File: src/rtl/sr_flag_arbiter_if.sv
// rtl/sr_flag_arbiter_if.sv - requester command bundle for the SR flag arbiter
interface sr_flag_arbiter_if #(
    parameter int NREQ = 4,
    parameter int IDXW = 3
);
    logic [NREQ-1:0]      req_valid;
    logic [2*NREQ-1:0]    req_op;
    logic [IDXW*NREQ-1:0] req_idx;
    logic [NREQ-1:0]      req_ready;

    modport master (
        output req_valid,
        output req_op,
        output req_idx,
        input  req_ready
    );

    modport slave (
        input  req_valid,
        input  req_op,
        input  req_idx,
        output req_ready
    );
endinterface

File: src/rtl/sr_flag_arbiter.sv
// rtl/sr_flag_arbiter.sv - round-robin arbiter driving a bank of external SR flops
module sr_flag_arbiter #(
    parameter int NREQ  = 4,
    parameter int NFLAG = 8,
    parameter int IDXW  = 3,
    parameter bit INIT  = 1'b0
) (
    input  logic              clk,
    input  logic              rst,
    sr_flag_arbiter_if.slave  req,
    input  logic              clr_all,
    input  logic              pause,
    output logic [NFLAG-1:0]  s_out,
    output logic [NFLAG-1:0]  r_out,
    output logic [NFLAG-1:0]  flag_q,
    output logic              err,
    output logic [2:0]        grant_id
);

    logic [2:0]       ptr;
    logic [2:0]       ptr_nxt;
    logic [NREQ-1:0]  gnt_raw;
    logic [2:0]       gidx;
    logic             found;
    logic             accept;
    logic [1:0]       sel_op;
    logic [IDXW-1:0]  sel_idx;
    logic [NFLAG-1:0] onehot;
    logic             cur;
    logic             illegal;
    logic             do_set;

    // Round-robin search: first valid requester at or after ptr, wrapping.
    always_comb begin
        int j;
        j       = 0;
        gnt_raw = '0;
        gidx    = '0;
        found   = 1'b0;
        for (int k = 0; k < NREQ; k++) begin
            j = int'(ptr) + k;
            if (j >= NREQ) begin
                j = j - NREQ;
            end
            if (!found && req.req_valid[j]) begin
                found      = 1'b1;
                gnt_raw[j] = 1'b1;
                gidx       = 3'(j);
            end
        end
    end

    // Grants are suppressed during reset, pause and broadcast clear.
    assign req.req_ready = (rst || pause || clr_all) ? '0 : gnt_raw;
    assign accept        = found && !pause && !clr_all;
    assign ptr_nxt       = (gidx == 3'(NREQ - 1)) ? 3'd0 : gidx + 3'd1;

    // Select the winning command and decode it against the shadow state.
    always_comb begin
        sel_op  = 2'b00;
        sel_idx = '0;
        onehot  = '0;
        for (int i = 0; i < NREQ; i++) begin
            if (gnt_raw[i]) begin
                sel_op  = req.req_op[2*i +: 2];
                sel_idx = req.req_idx[IDXW*i +: IDXW];
            end
        end
        // An index with no matching flag leaves onehot empty and is rejected.
        for (int f = 0; f < NFLAG; f++) begin
            if (sel_idx == IDXW'(f)) begin
                onehot[f] = 1'b1;
            end
        end
    end

    assign cur     = |(flag_q & onehot);
    assign illegal = (sel_op == 2'b00) || (onehot == '0);
    assign do_set  = (sel_op == 2'b10) || ((sel_op == 2'b11) && !cur);

    // Pulse generation, shadow update and pointer advance; pulses last one cycle.
    always_ff @(posedge clk or posedge rst) begin
        if (rst) begin
            ptr      <= 3'd0;
            flag_q   <= {NFLAG{INIT}};
            s_out    <= '0;
            r_out    <= '0;
            err      <= 1'b0;
            grant_id <= 3'd0;
        end else begin
            s_out <= '0;
            r_out <= '0;
            err   <= 1'b0;
            if (clr_all) begin
                flag_q <= '0;
                r_out  <= '1;
            end else if (accept) begin
                ptr      <= ptr_nxt;
                grant_id <= gidx;
                if (illegal) begin
                    err <= 1'b1;
                end else if (do_set) begin
                    flag_q <= flag_q | onehot;
                    s_out  <= onehot;
                end else begin
                    flag_q <= flag_q & ~onehot;
                    r_out  <= onehot;
                end
            end
        end
    end

endmodule

File: src/flat_wrapper.sv
// flat-port wrapper written by rule: the top's interface ports become plain ports
module sr_flag_arbiter_flat 
#(
    parameter int NREQ  = 4,
    parameter int NFLAG = 8,
    parameter int IDXW  = 3,
    parameter bit INIT  = 1'b0
)
  (clk, rst, clr_all, pause, s_out, r_out, flag_q, err, grant_id, req_req_valid, req_req_op, req_req_idx, req_req_ready);
  sr_flag_arbiter_if #(.NREQ(NREQ), .IDXW(IDXW)) req_i ();
  input  logic clk;
  input  logic rst;
  input  logic clr_all;
  input  logic pause;
  output logic [NFLAG-1:0] s_out;
  output logic [NFLAG-1:0] r_out;
  output logic [NFLAG-1:0] flag_q;
  output logic err;
  output logic [2:0] grant_id;
  input wire logic [$bits(req_i.req_valid)-1:0] req_req_valid;
  input wire logic [$bits(req_i.req_op)-1:0] req_req_op;
  input wire logic [$bits(req_i.req_idx)-1:0] req_req_idx;
  output wire logic [$bits(req_i.req_ready)-1:0] req_req_ready;
  assign req_i.req_valid = req_req_valid;
  assign req_i.req_op = req_req_op;
  assign req_i.req_idx = req_req_idx;
  assign req_req_ready = req_i.req_ready;
  sr_flag_arbiter #(.NREQ(NREQ), .NFLAG(NFLAG), .IDXW(IDXW), .INIT(INIT)) u_core (.clk(clk), .rst(rst), .req(req_i), .clr_all(clr_all), .pause(pause), .s_out(s_out), .r_out(r_out), .flag_q(flag_q), .err(err), .grant_id(grant_id));
endmodule
File: config.mk
export PLATFORM = sky130hd
export DESIGN_NAME = sr_flag_arbiter_flat
export DESIGN_NICKNAME = d
export VERILOG_FILES = /design/src/rtl/sr_flag_arbiter_if.sv /design/src/rtl/sr_flag_arbiter.sv /design/src/flat_wrapper.sv
export SDC_FILE = /design/constraint.sdc
export NUM_CORES = 1
export LEC_CHECK = 0
export ABC_AREA = 1
export CAP_MARGIN = 20
export CELL_PAD_IN_SITES_DETAIL_PLACEMENT = 1
export CELL_PAD_IN_SITES_GLOBAL_PLACEMENT = 2
export CORE_MARGIN = 5
export CORE_UTILIZATION = 25
export CTS_CLUSTER_SIZE = 14
export DETAILED_ROUTE_END_ITERATION = 7
export PLACE_DENSITY_LB_ADDON = 0.3
export SYNTH_ARGS = -nofsm -noshare
export SYNTH_HDL_FRONTEND = slang
export SYNTH_SLANG_ARGS = --single-unit
export TNS_END_PERCENT = 30
File: constraint.sdc
create_clock -name clk -period 2.65 [get_ports clk]
set_input_delay 0.6625 -clock clk [delete_from_list [all_inputs] [get_ports clk]]
set_output_delay 0.6625 -clock clk [all_outputs]
set_load 0.1 [all_outputs]
# Word level (Yosys, flattened, before mapping)
# Cells that the tools add are included.
# W data, S select, Z words.
[totals]
reg_bits = 31
out_inout_bits = 32
elab_cells = 141
[op_classes]
add_sub_neg = 8
n_lt_le_gt_ge = 12
eq_ne = 11
muxes = 69
bitwise_logic = 8
reduce_logical = 27
[ops]
columns = ["op", "n"]
rows = [
  ["$ge A32 B1 Y1 const B", 4],
  ["$lt A32 B4 Y1 const B", 4],
  ["$mux W32", 4],
  ["$ge A32 B4 Y1 const B", 3],
  ["$mux W8", 12],
  ["$sub A32 B4 Y32 const B", 3],
  ["$mux W1", 27],
  ["$mux W3", 9],
  ["$mux W4", 5],
  ["$and A8 B8 Y8", 2],
  ["$eq A3 B3 Y1 const B", 4],
  ["$or A4 B4 Y4", 3],
  ["$logic_and A1 B1 Y1", 10],
  ["$eq A3 B2 Y1 const B", 3],
  ["$add A3 B2 Y4 const B", 2],
  ["$bmux W1 S2", 4],
  ["$demux W1 S2", 4],
  ["$logic_not A8 Y1", 1],
  ["$mux W2", 4],
  ["$not A8 Y8", 1],
  ["$or A8 B8 Y8", 1],
  ["$reduce_or A8 Y1", 1],
  ["$logic_not A1 Y1", 6],
  ["$add A3 B1 Y4 const B", 1],
  ["other kinds (12)", 17],
]

# Longest topological paths before layout
[depth]
word_depth = 30
mapped_depth = 25

# Worst setup path after synthesis
# OpenSTA, ideal clock, no wires.
[synth_path]
path_type = "register to output"
startpoint = "reg u_core.ptr[1]"
endpoint = "out req_req_ready[0]"
t_arrival_ps = 3122
required_time_ps = 1987
slack_ps = -1135
stages_incl_launch_ff = 10
path_cell_list = "dfrtp_1 inv_2 ha_1 inv_1 nand3_1 nand2_1 nand3_1 nor2_2 a21oi_1 a21oi_1"
[synth_between]
elab_chain_len = 16
elab_cells_between_ends = 64
classes_between = "add/sub (7); order compare (12); mux (32); bitwise (3); reduce/logical (10)"
[synth_rtl]
columns = ["element", "line_no", "source"]
rows = [
  ["from (decl)", "sr_flag_arbiter.sv:20", "logic [2:0] ptr;"],
  ["from (signal assigned)", "sr_flag_arbiter.sv:98", "ptr <= ptr_nxt;"],
  ["parallel branches: the longest is 14 deep, another holds $sub A32 B4 Y32", "--", ""],
  ["$mux W4 (*)", "sr_flag_arbiter.sv:45", "if (!found && req.req_valid[j]) begin"],
  ["$mux W4 (*)", "sr_flag_arbiter.sv:54", "assign req.req_ready = (rst || pause || clr_all) ? '0 : gnt_raw;"],
  ["to (decl)", "flat_wrapper.sv:23", "output wire logic [$bits(req_i.req_ready)-1:0] req_req_ready;"],
]
# Every way passes the cells marked *. The select of a mux whose other input is x is not followed.

# Final worst setup path
[layout_path]
startpoint = "in req_req_valid[3]"
endpoint = "reg u_core.s_out[3]"
[layout_between]
elab_chain_len = 28
elab_cells_between_ends = 69
classes_between = "eq/ne (9); mux (40); bitwise (4); reduce/logical (16)"
[layout_rtl]
columns = ["element", "line_no", "source"]
rows = [
  ["from (decl)", "flat_wrapper.sv:20", "input wire logic [$bits(req_i.req_valid)-1:0] req_req_valid;"],
  ["$bmux W1 S2", "sr_flag_arbiter.sv:45", ""],
  ["$mux W1 (implied by the code) (2 in series)", "sr_flag_arbiter.sv:45", ""],
  ["$mux W1", "sr_flag_arbiter.sv:45", ""],
  ["$logic_not A1 Y1", "sr_flag_arbiter.sv:45", ""],
  ["$logic_and A1 B1 Y1", "sr_flag_arbiter.sv:45", ""],
  ["$mux W1", "sr_flag_arbiter.sv:45", ""],
  ["$logic_not A1 Y1", "sr_flag_arbiter.sv:45", ""],
  ["$logic_and A1 B1 Y1", "sr_flag_arbiter.sv:45", ""],
  ["[... 11 more ...]", "--", ""],
  ["$reduce_or A8 Y1", "sr_flag_arbiter.sv:77", "assign cur = |(flag_q & onehot);"],
  ["$logic_not A1 Y1", "sr_flag_arbiter.sv:79", "assign do_set = (sel_op == 2'b10) || ((sel_op == 2'b11) && !cur);"],
  ["$logic_and A1 B1 Y1", "sr_flag_arbiter.sv:79", ""],
  ["$logic_or A1 B1 Y1", "sr_flag_arbiter.sv:79", ""],
  ["$mux W8", "sr_flag_arbiter.sv:102", "end else if (do_set) begin"],
  ["$mux W8", "sr_flag_arbiter.sv:100", "if (illegal) begin"],
  ["$mux W8 (*)", "sr_flag_arbiter.sv:97", "end else if (accept) begin"],
  ["$mux W8 (*)", "sr_flag_arbiter.sv:94", "if (clr_all) begin"],
  ["to (signal assigned)", "sr_flag_arbiter.sv:104", "s_out <= onehot;"],
  ["to (decl)", "sr_flag_arbiter.sv:13", "output logic [NFLAG-1:0] s_out,"],
]
# Mark *: on every way between the ends. The rest lies on a longest branch, timed or not. The select of a mux whose other input is x is not followed.
# A chain may end at the register's enable or synchronous reset.

==> summary.txt <==
CTS
  • CTS root buf: clkbuf_8
  • H-tree depth: 2
  • CTS Buf Count: 5
  • Clock slew at reported path FFs: ~70 ps
  • Clk Latency, worst-skew pair: approximately 280 ps
  • CTS max path bufs: 2
  • CTS tree: yes
  • # clock sinks: 31

Worst setup path
  • Crit Path Class: in -> reg
  • Critical path's largest stage delay: approximately 260 ps
  • Delay-heaviest family, CP: simple AND/OR/NAND/NOR gates
  • WP buf/inv: 4
  • Max FO, Critical Path: 8
  • Worst path slowest cell: dlygate4sd2_1
  • CP required: ~2900 ps
  • WP data arrival: approximately 3200 ps
  • CP dominant cell by count: nand2_2
  • CP cell instances: dlygate4sd2_1 -> nand2_2 -> nand2_4 -> nand2_1 -> nand2_2 -> nor2_4 -> nand2_4 -> nor2_8 -> nand2_2 -> o211ai_2 -> buf_12 -> buf_12 -> a21oi_1 -> o21ai_1 -> o21ai_1 -> buf_4 -> nor2_2 -> nand3_4 -> nand2_8 -> nand2_1 -> nor2_1
  • Crit start category: input port
  • Crit path capture type: flip-flop

Placement
  • Port Buf Inserts: 59
  • Final HPWL DP: ~6400 um
  • Placed insts: roughly 560
  • Area after DPL: approximately 3600 sq um
  • RD Place Congestion: a little over 0.8

Finish
  • Finished Cell Area: about 4100 sq um
  • Multi-input logic area: 1800 sq um
  • FILL cells: about 1,100
  • # diodes: 0
  • Finished Layout Cells: around 600
  • # nets final: between 400 and 500
  • Syn-to-layout area delta: 74.2%
  • Share of post-route cells with drive strength above 1: about 50%
  • Sequential cell area: between 700 and 800 sq um
  • Final Core Density: approximately 45%

Global route
  • Initial antenna violation count: 0
  • Largest net degree at the start of global routing: 32
  • Total Routing Usage GR: 15.3%
  • First-pass GRT wire length: approximately 14,000 um
  • Vias in the first global route: roughly 2,800
  • GRT overflow: 0

Run
  • Max Cap Violations: 0

Detailed routing
  • DR pass1 iterations: 4
  • Detail Route Antenna Nets: 0
  • DR vias: 2,644
  • # DRC: 0
  • Routed WL: between 8000 and 9000 um
  • Routed WL per cell: ~15 um
  • Starting DRT DRC Count: a little under 70
  • Via density: 4.54

Run status
  • Failing checks: setup timing
  • Status: finished with violations

STA
  • Clock Skew: approximately 12 ps
  • Hold Vio Cnt, Final: 0
  • Max Fclk: ~340 MHz
  • Worst slew margin: 72.2%
  • Max Slew Vio Count: 0
  • RSZ-0062 raised after global routing: true
  • Final worst-path cycle share: 112%
  • Final setup fails: 28
  • Fin crit period: a little under 3000 ps
  • Setup ws final: -321 ps
  • Worst Tran Pin Value: between 400 and 500 ps

Die
  • Initial core utilization: between 20% and 30%
  • Die area: between 10,000 and 15,000 sq um
  • Die height: ~110 um
  • Site row count: 35
  • Die X-Extent: 107 um
  • Core Region: a little over 9000 sq um
  • Num ports: 60

Hold path
  • Tightest Hold Check Type: reg -> reg

Yosys
  • Cell area after synthesis: between 2000 and 2500 sq um
  • Total of warnings raised by yosys: 0
  • Top-area cell type share of the netlist area: between 30% and 40%
  • Syn Nets: between 300 and 400
  • Most common cell in the netlist: nand2_1
  • FF+latch count, synth: 31
  • Sequential element share of the synthesized area: approximately 33%
  • Post-synth ARST share: 100%
  • Leading area contributor after synthesis: dfrtp_1
  • EDFF count, synth: 0
  • Yosys cell types: 37
  • Post-synth top cells: 86 x nand2_1, 37 x nor2_1, 31 x dfrtp_1
  • Leading register cell type out of synthesis: dfrtp_1
  • Synthesized area per cell: about 7.5 sq um
  • Gate Count Post-Synth: about 320
  • Synth top area cells: dfrtp_1 33%, nand2_1 14%, nor2_1 5.9%
[area by class of cell]
cell class / count / area share (%)
inverters: 34 / 3.73
repair buffers: 131 / 28.0
clock buffers: 6 / 1.76
multi-input cells: 250 / 43.5
well taps: 129 / 3.91
clock inverters: 2 / 0.303
flip-flops and latches: 31 / 18.8
[tightest hold or removal path, stage by stage (launching register included)]
cell and delay, ps:
dfrtp_1 350, nand2_1 60, nand2_1 60
[metal layers]
layer  up-vias  track usage [%]  wire length, um
li1       1296                -                -
met3         4             2.58              353
met4         0             1.89               44
met5         -                0                0
met1      1280             21.1             4340
met2        64             25.6             4080
[cell families (layout without fill, tap and decap cells)]
family,Yosys count,in the layout,synth area share (%)
buffers and inverters,38,173,7.07
and+or+nand+nor,193,194,41.6
AOI/OAI and AO/OA,48,48,14.4
adders and majority gates,8,8,4.22
DFF,31,31,32.7
[worst paths after layout]
check | from | end | slack [ps] | cells after the start
setup reg to reg | u_core.ptr[0]$_DFFE_PP0P_ | u_core.s_out[3]$_DFF_PP0_ | -310 | 21
max in group asynchronous | rst | u_core.ptr[1]$_DFFE_PP0P_ | 1390 | 4
setup / recovery | req_req_valid[3] | u_core.s_out[3]$_DFF_PP0_ | -320 | 21
min in group asynchronous | rst | u_core.flag_q[6]$_DFFE_PP0P_ | 940 | 4
hold reg to reg | u_core.grant_id[2]$_DFFE_PP0P_ | u_core.grant_id[2]$_DFFE_PP0P_ | 490 | 2
hold / removal | u_core.grant_id[2]$_DFFE_PP0P_ | u_core.grant_id[2]$_DFFE_PP0P_ | 490 | 2
[what timing repair did]
item	in CTS	in global routing
pin swaps	27	24
hold buffers	0	0
cloned	1	0
buffers inserted	13	3
resized for setup	41	52
setup endpoints to repair	29	29
[cell usage in the layout (no fill, tap or decap), drive strengths merged, types with 2 or more instances in the layout]
cell type	Yosys	layout
o21bai	9	9
clkbuf	2	8
nand4	6	6
a22oi	2	2
a21oi	15	15
buf	2	104
nor2	50	50
o21ai	11	11
nand2	109	109
dlygate4sd2	0	2
nand3	25	26
inv	34	33
clkinvlp	0	2
clkdlybuf4s50	0	23
o21ba	6	6
dfrtp	31	31
nor3	2	2
ha	8	8
[flip-flops by register name, summed over array words and instances (netlist names)]
| name | flops |
|---|---|
| u_core.err | 1 |
| u_core.flag_q | 8 |
| u_core.grant_id | 3 |
| u_core.ptr | 3 |
| u_core.r_out | 8 |
| u_core.s_out | 8 |
[stage by stage]
stage / worst slack, ps / hold WS, ps / setup TNS, ps
2_1_floorplan: -94.4 / 536 / -357
3_3_place_gp: -728 / 475 / -19720
3_5_place_dp: -843 / 479 / -22500
4_1_cts: -306 / 503 / -5960
5_1_grt: -500 / 560 / -11750
6_report: -321 / 495 / -7430
Power is left out: the tool's default activity adds up to more than one toggle a clock period on the data nets, which glitch-free logic cannot reach.
